==> src/rtl/gf2_div_pkg.sv <==
// Shared types and helpers for the GF(2) polynomial divider.
// Provides the FSM state enum, default widths and the divisor degree encoder.
package gf2_div_pkg;

    localparam int DW_DEF = 16;
    localparam int VW_DEF = 8;

    typedef enum logic [1:0] {
        IDLE = 2'd0,
        DIV  = 2'd1,
        DONE = 2'd2
    } state_t;

    // Degree of a polynomial: index of its highest set coefficient.
    // Returns 0 for the zero polynomial; callers flag that case separately.
    function automatic int msb_index(input logic [31:0] v);
        int m;
        m = 0;
        for (int i = 0; i < 32; i++) begin
            if (v[i]) m = i;
        end
        return m;
    endfunction

endpackage

==> src/rtl/gf2_div_step.sv <==
// One long-division step over GF(2): shift in a dividend bit, subtract (XOR).
// Ports: r_i working remainder, d_i dividend bit, divisor_i, n_i divisor degree,
//        r_next_o next remainder, q_bit_o quotient bit for this position.
module gf2_div_step #(
    parameter int VW = 8,
    parameter int NW = 3
) (
    input  logic [VW-1:0] r_i,
    input  logic          d_i,
    input  logic [VW-1:0] divisor_i,
    input  logic [NW-1:0] n_i,
    output logic [VW-1:0] r_next_o,
    output logic          q_bit_o
);

    logic [VW:0] r_sh;

    // r_i never holds a coefficient at or above x^n, so the bit shifted
    // out of the top is always zero and VW bits are enough.
    assign r_sh     = {r_i, d_i};
    assign q_bit_o  = r_sh[n_i];
    assign r_next_o = q_bit_o ? VW'(r_sh ^ {1'b0, divisor_i})
                              : VW'(r_sh);

endmodule

==> src/rtl/gf2_poly_div.sv <==
// Sequential carry-less polynomial divider, one dividend bit per clock.
// Ports: clk, rst_n (async low); in_valid/in_ready + dividend/divisor in;
//        out_valid/out_ready + quotient/remainder/div_by_zero out.
module gf2_poly_div
    import gf2_div_pkg::*;
#(
    parameter int DW = DW_DEF,
    parameter int VW = VW_DEF
) (
    input  logic          clk,
    input  logic          rst_n,
    input  logic          in_valid,
    output logic          in_ready,
    input  logic [DW-1:0] dividend,
    input  logic [VW-1:0] divisor,
    output logic          out_valid,
    input  logic          out_ready,
    output logic [DW-1:0] quotient,
    output logic [VW-2:0] remainder,
    output logic          div_by_zero
);

    localparam int NW = $clog2(VW);
    localparam int CW = $clog2(DW);

    state_t        state_q;
    logic [CW-1:0] cnt_q;
    logic [DW-1:0] dvd_q;
    logic [VW-1:0] dvs_q;
    logic [NW-1:0] n_q;
    logic [VW-1:0] r_q;
    logic [DW-1:0] q_q;
    logic          dz_q;

    logic [DW-1:0] quotient_q;
    logic [VW-2:0] remainder_q;
    logic          dbz_q;
    logic          in_ready_q;
    logic          out_valid_q;

    logic [VW-1:0] r_d;
    logic          q_bit_d;
    logic [DW-1:0] q_d;
    logic [VW-1:0] mask_d;
    logic [VW-2:0] rem_d;

    gf2_div_step #(
        .VW (VW),
        .NW (NW)
    ) u_step (
        .r_i       (r_q),
        .d_i       (dvd_q[cnt_q]),
        .divisor_i (dvs_q),
        .n_i       (n_q),
        .r_next_o  (r_d),
        .q_bit_o   (q_bit_d)
    );

    always_comb begin
        q_d        = q_q;
        q_d[cnt_q] = q_bit_d;
        mask_d     = (VW'(1) << n_q) - VW'(1);
        rem_d      = (VW-1)'(r_d & mask_d);
    end

    // Zero divisors also spend one cycle in DIV (no arithmetic) so that the
    // result registers are only ever loaded on the DIV -> DONE transition.
    always_ff @(posedge clk or negedge rst_n) begin
        if (!rst_n) begin
            state_q     <= IDLE;
            cnt_q       <= '0;
            dvd_q       <= '0;
            dvs_q       <= '0;
            n_q         <= '0;
            r_q         <= '0;
            q_q         <= '0;
            dz_q        <= 1'b0;
            quotient_q  <= '0;
            remainder_q <= '0;
            dbz_q       <= 1'b0;
            in_ready_q  <= 1'b1;
            out_valid_q <= 1'b0;
        end else begin
            unique case (state_q)
                IDLE: begin
                    if (in_valid && in_ready_q) begin
                        dvd_q      <= dividend;
                        dvs_q      <= divisor;
                        n_q        <= NW'(msb_index(32'(divisor)));
                        r_q        <= '0;
                        q_q        <= '0;
                        cnt_q      <= CW'(DW - 1);
                        dz_q       <= (divisor == '0);
                        in_ready_q <= 1'b0;
                        state_q    <= DIV;
                    end
                end
                DIV: begin
                    if (dz_q) begin
                        quotient_q  <= '0;
                        remainder_q <= '0;
                        dbz_q       <= 1'b1;
                        out_valid_q <= 1'b1;
                        state_q     <= DONE;
                    end else begin
                        r_q <= r_d;
                        q_q <= q_d;
                        if (cnt_q == '0) begin
                            quotient_q  <= q_d;
                            remainder_q <= rem_d;
                            dbz_q       <= 1'b0;
                            out_valid_q <= 1'b1;
                            state_q     <= DONE;
                        end else begin
                            cnt_q <= cnt_q - CW'(1);
                        end
                    end
                end
                DONE: begin
                    if (out_ready) begin
                        out_valid_q <= 1'b0;
                        in_ready_q  <= 1'b1;
                        state_q     <= IDLE;
                    end
                end
                default: begin
                    out_valid_q <= 1'b0;
                    in_ready_q  <= 1'b1;
                    state_q     <= IDLE;
                end
            endcase
        end
    end

    assign in_ready    = in_ready_q;
    assign out_valid   = out_valid_q;
    assign quotient    = quotient_q;
    assign remainder   = remainder_q;
    assign div_by_zero = dbz_q;

endmodule

==> config.mk <==
export PLATFORM = sky130hd
export DESIGN_NAME = gf2_poly_div
export DESIGN_NICKNAME = d
export VERILOG_FILES = /design/src/rtl/gf2_div_pkg.sv /design/src/rtl/gf2_div_step.sv /design/src/rtl/gf2_poly_div.sv
export SDC_FILE = /design/constraint.sdc
export NUM_CORES = 1
export LEC_CHECK = 0
export ABC_CLOCK_PERIOD_IN_PS = 2910
export BUFFER_PORTS_ARGS = -buffer_cell sky130_fd_sc_hd__clkbuf_2
export CAP_MARGIN = 25
export CORE_ASPECT_RATIO = 0.75
export CORE_MARGIN = 2
export CORE_UTILIZATION = 45
export CTS_CLUSTER_SIZE = 40
export DETAILED_ROUTE_END_ITERATION = 10
export SYNTH_ARGS = -nofsm -noshare
export SYNTH_HDL_FRONTEND = slang
export SYNTH_SLANG_ARGS = --single-unit
export TNS_END_PERCENT = 50
==> constraint.sdc <==
create_clock -name clk -period 2.91 [get_ports clk]
set_input_delay 0.582 -clock clk [delete_from_list [all_inputs] [get_ports clk]]
set_output_delay 0.582 -clock clk [all_outputs]
set_load 0.01 [all_outputs]
**Yosys cells after proc, flatten, opt, wreduce, memory -nomap -nowiden**

Cells that the tools add are included.

- Mux-type cells: 43
- Order comparisons: 3
- Shift-type cells: 1
- Equal/unequal tests: 7
- Reduce and logical (&&, ||, !) cells: 14
- Add/subtract/negate cells: 2
- Bitwise gates (word level): 4

Operator list:

| cell | number |
|---|---|
| 16-bit two-way mux | 4 |
| 7-bit two-way mux | 5 |
| 16-bit case mux with 2 select lines | 1 |
| 16-bit bitwise mux | 1 |
| 3-bit two-way mux | 5 |
| 7-bit case mux with 2 select lines | 1 |
| 4-bit two-way mux | 3 |
| 3-bit AND reduction | 4 |
| 1-bit two-way mux | 11 |
| 2-bit two-way mux | 5 |
| 8-bit zero test | 1 |
| 2-bit != test, second input constant | 4 |
| 4-bit case mux with 2 select lines | 1 |
| 7-bit AND | 1 |
| 1-bit by 3-bit << shifter with 7-bit output, first input constant | 1 |
| 7-bit by 2-bit subtractor with 7-bit output, second input constant | 1 |
| 7-bit bitwise XOR | 1 |
| 1-bit case mux with 3 select lines | 2 |
| 2-bit case mux with 3 select lines | 1 |
| 3-bit by 5-bit less-than comparator with 1-bit output, second input constant | 1 |
| 4-bit by 5-bit less-than comparator with 1-bit output, second input constant | 1 |
| 1-bit binary-select mux with 4-bit select | 1 |
| 1-bit demux with 4-bit select | 1 |
| 4-bit by 1-bit greater-or-equal comparator with 1-bit output, second input constant | 1 |
| other kinds (12) | 16 |

- Register bits after elaboration: 82
- Output and inout bits: 26

**Longest topological paths before layout**

- Depth after elaboration: 8
- Gate-level depth with buffers: 10

**Cells and area by module**

Synthesis repeated with hierarchy kept, for this count alone.

- Cells, all modules: 401
- Area total of the unflattened synthesis: 3977.6 um^2

Modules (own cells, without submodules):

| module | sequential area each (um^2) | area an instance (um^2) | cells an instance | instances |
|---|---|---|---|---|
| gf2_poly_div | 2078.2 | 3747.3 | 374 | 1 |
| gf2_div_step | 0.0 | 230.2 | 27 | 1 |

**Worst setup path after synthesis**

Ideal clock, no wire load.

- Path type: register to register
- Start: reg cnt_q[0]
- End: reg remainder_q[5], in the netlist remainder[5]
- Arrival time: 2.026 ns
- Buffers on the path: 4
- Cell stages (with the launch flop): 11
- Setup time: 0.069 ns
- Path slack: 0.815 ns
- Data required time: 2.841 ns
- Path through: dfrtp_1 -> clkbuf_1 -> inv_1 -> ha_1 -> buf_2 -> nor3b_2 -> and2_1 -> clkbuf_1 -> buf_2 -> nand4_1 -> nand3_1

- Cells in the longest elaborated chain, start to end: 8
- Elaborated cells between the ends (all ways): 11
- Classes of those cells: 7 x mux; 1 x bitwise; 3 x reduce/logical

Ends and longest elaborated chain:

| what | line | RTL |
|---|---|---|
| from (decl) | gf2_poly_div.sv:27 | `logic [CW-1:0] cnt_q;` |
| from (signal assigned) | gf2_poly_div.sv:92 | `cnt_q <= CW'(DW - 1);` |
| from (signal assigned) | gf2_poly_div.sv:115 | `cnt_q <= cnt_q - CW'(1);` |
| 1-bit binary-select mux with 4-bit select | gf2_poly_div.sv:52 | `.d_i (dvd_q[cnt_q]),` |
| 1-bit two-way mux (not written as such) | gf2_poly_div.sv:52 |  |
| 1-bit binary-select mux with 3-bit select | gf2_div_step.sv:21 | `assign q_bit_o = r_sh[n_i];` |
| 1-bit two-way mux (not written as such) | gf2_div_step.sv:21 |  |
| 7-bit two-way mux | gf2_div_step.sv:22 | `assign r_next_o = q_bit_o ? VW'(r_sh ^ {1'b0, divisor_i})` |
| 7-bit AND | gf2_poly_div.sv:63 | `rem_d = (VW-1)'(r_d & mask_d);` |
| 7-bit two-way mux | gf2_poly_div.sv:108 | `if (cnt_q == '0) begin` |
| 7-bit two-way mux | gf2_poly_div.sv:99 | `if (dz_q) begin` |
| to (signal assigned) | gf2_poly_div.sv:110 | `remainder_q <= rem_d;` |
| to (decl) | gf2_poly_div.sv:36 | `logic [VW-2:0] remainder_q;` |

Parallel ways exist; a longest one is shown, timed or not. The select of a mux whose other input is x is not followed.
A chain may end at the register's enable or synchronous reset.

**Worst setup path after layout**

- Start: reg cnt_q[0]
- End: reg remainder_q[6], in the netlist remainder[6]

Same word-level chain as after synthesis.

==> results.cfg <==
[grt]
antenna_found_initial = 0
grt_start_max_net_pins = 47
grt_pass1_wl_mm = 18.5
grt_util_all_layers_pct = 22.6
grt_pass1_vias = 3566
grt-ovfl-total = 0

[critical_path]
crit_type = flop to flop
r2r_end = remainder[6]$_DFFE_PN0P_
critPathMaxStageDelay_ns = 0.48
crit_fanout = 11
r2r_setup_slack_ns = 0.43
endpoint_kind = flop
cp.arrival_ns = 2.76
timing.rr.start = cnt_q[0]$_DFFE_PN0P_
cp_slowest_cell = dfrtp_1
crit_start = cnt_q[0]$_DFFE_PN0P_
crit_path_start_kind = flop
rr_worst_depth = 7
cp_cell_sequence = inv_1, ha_1, nor3b_2, nand2_1, a21oi_1, o2111ai_1, nand4_1
cp_num_buf_inv = 1
path_delay_family = simple AND/OR/NAND/NOR gates
cp.required_ns = 3.18

[power]
p_leak_uw = 0.00235
peakVddDrop_mv = 0.485
power.density_nw_per_um2 = 1040
power_uw = 5240

[timing]
drv_slew = 0
setup_viol = 0
period_needed_ns = 2.48
tightest_slew_ns = 0.744
fin_tns_setup_ns = 0
rsz0062_at_grt = false
hold_violations = 0
max_freq_mhz = 403
finalCritPeriodShare_pct = 85.4
fin_skew_ns = 0.00595
setup_slack_ns = 0.426
slew_headroom_pct = 50.4

[synth]
synth-edff-count = 0
syn_area_per_cell_um2 = 9.30
synthDistinctLibCells = 63
synth_area_leaders = dfrtp_1 (46%), nand2_1 (9.0%), o21ai_0 (2.7%)
synth-seq-cells = 81
ys_async_sr_fraction_pct = 100
synthTopCellsByCount = nand2_1 (105), dfrtp_1 (80), nor2_1 (24), o21ai_0 (24), a21oi_1 (23)
syn_nets = 505
synth_cells = 471
synth_top_area_cell = dfrtp_1
synth_flop_cell = dfrtp_1
synthesis.area_um2 = 4380
yosysMostFrequentCell = nand2_1
synth_top_area_share_pct = 45.7
yosysSeqAreaShare_pct = 46.3
synth_warnings = 0

[place]
dp_hpwl_mm = 7.77
gp_congestion = 0.855
io_buffers = 53
dp_slack_ns = 0.437

[routing]
wirelength_mm = 11.1
drt-met1-wl_mm = 5.25
post-route-drc-count = 0
wl_per_cell_um = 17.1
drtAntennaViolNets = 0
vias_per_cell = 5.74
top_layer = met4
wl_met2_mm = 5.29
dr_total_vias = 3731
drt_first_iter_violations = 275
met3_length_um = 430
first_pass_iters = 4

[clock_network]
htree_levels = 3
cts_buffers = 9
cts_tree = done
cts_setup_buffers = 0
cts_root_buffer = clkbuf_16
cts_resized = 0
cts_hold_buf = 0
cts_sinks = 81
clk_latency_ns = 0.34
clock_path_buffers = 2
clk_pin_slew_ns = 0.06

[die]
die_h_um = 89.5
die_width_um = 118
fp.coreArea_um2 = 9580
io_pins = 54
rows = 31
fp.dieArea_um2 = 10600
start_util_pct = 45.7

[cells_and_area]
fillCellCount = 908
syn_to_final_growth_pct = 14.7
layout.nets = 547
seq_area_um2 = 2030
antenna_cells = 0
multiInputGateArea_um2 = 2130
post-route-util_pct = 52.5
drive_gt1_share_pct = 21.0

[status]
status = finished clean

[hold_path]
hold_path.class = input pin to asynchronous set/reset pin

[run]
drv_cap = 0
[sequential cells by signal, summed over array words and instances, names as in the netlist]
signal and count:
dz_q 1, n_q 3, div_by_zero 1, in_ready 1
quotient 16, r_q 7, dvd_q 16, dvs_q 7
state_q 2, remainder 7, q_q 15, out_valid 1
cnt_q 4
[per-layer routing]
layer	up-vias	global-route usage, %
li1	1775	-
met1	1853	30.2
met2	87	36.8
met3	16	4.85
met4	0	8.54
met5	-	0
[kinds of logic (layout without fill, tap and decap cells)]
logic type / after synthesis / in the layout / synth area share [%]
AND/OR/NAND/NOR: 191 / 191 / 20.3
buffers and inverters: 49 / 96 / 5.45
adder cells (fa/ha/maj): 6 / 6 / 1.71
AO/OA/AOI/OAI: 129 / 129 / 22.4
XOR/XNOR: 3 / 3 / 0.600
multiplexers: 12 / 12 / 3.26
flip-flops: 81 / 81 / 46.3
[layout by cell type (no fill, tap or decap), types with 3 or more instances in the layout]
cell / instances
nor3_1: 4
and3_1: 3
o21ai_2: 8
nor2b_1: 7
o2111ai_1: 7
a21oi_1: 23
nor2_1: 24
nand4_1: 9
a22o_1: 6
o21ai_0: 24
a32o_1: 11
o21ai_1: 8
nand2b_1: 3
inv_1: 12
dfrtp_1: 80
nand3_1: 15
o211ai_1: 9
clkinv_2: 3
mux2i_1: 6
ha_1: 6
nand4b_1: 5
buf_4: 16
mux2_2: 4
clkbuf_2: 52
a21o_1: 3
a31o_1: 4
clkbuf_16: 9
a32oi_1: 4
o22a_1: 3
nand2_1: 105
[power by group]
group          switching, µW  internal, µW  total (µW)  leakage, µW
registers                436          1540        1970      0.00105
clock network            441           621        1060     0.000139
logic                   1320           889        2210      0.00116
total                   2200          3050        5240      0.00235
[cell type report]
class,instances,share of cell area (%)
Tap cell,132,3.29
Timing Repair Buffer,68,7.57
Sequential cell,81,40.3
Inverter,12,0.896
Clock buffer,13,5.18
Clock inverter,3,0.299
Multi-Input combinational cell,341,42.4
[worst max-delay path by stage]
| stage | cells past startpoint | to |
|---|---|---|
| global placement | 8 | quotient[1]$_DFFE_PN0P_ |
| floorplan | 10 | remainder[5]$_DFFE_PN0P_ |
| CTS | 8 | quotient[1]$_DFFE_PN0P_ |
| global route | 8 | quotient[1]$_DFFE_PN0P_ |
| detailed placement | 8 | quotient[1]$_DFFE_PN0P_ |
| finish | 7 | remainder[6]$_DFFE_PN0P_ |
[through the flow]
stage                     hold slack, ns  area (µm²)  instances
final                              0.245        5030        650
after global routing               0.306        5030        650
after CTS                          0.287        5030        650
after detailed placement           0.466        4750        634
after global placement             0.457        4750        634
after floorplan                    0.286        4380        471
[worst reg2reg max path, stage by stage, from the launching register on]
cell and delay, ns:
dfrtp_1 0.48, inv_1 0.17, ha_1 0.33, nor3b_2 0.47, nand2_1 0.32, a21oi_1 0.34
o2111ai_1 0.19, nand4_1 0.12
No activity file was read; power rests on OpenSTA's default activity.
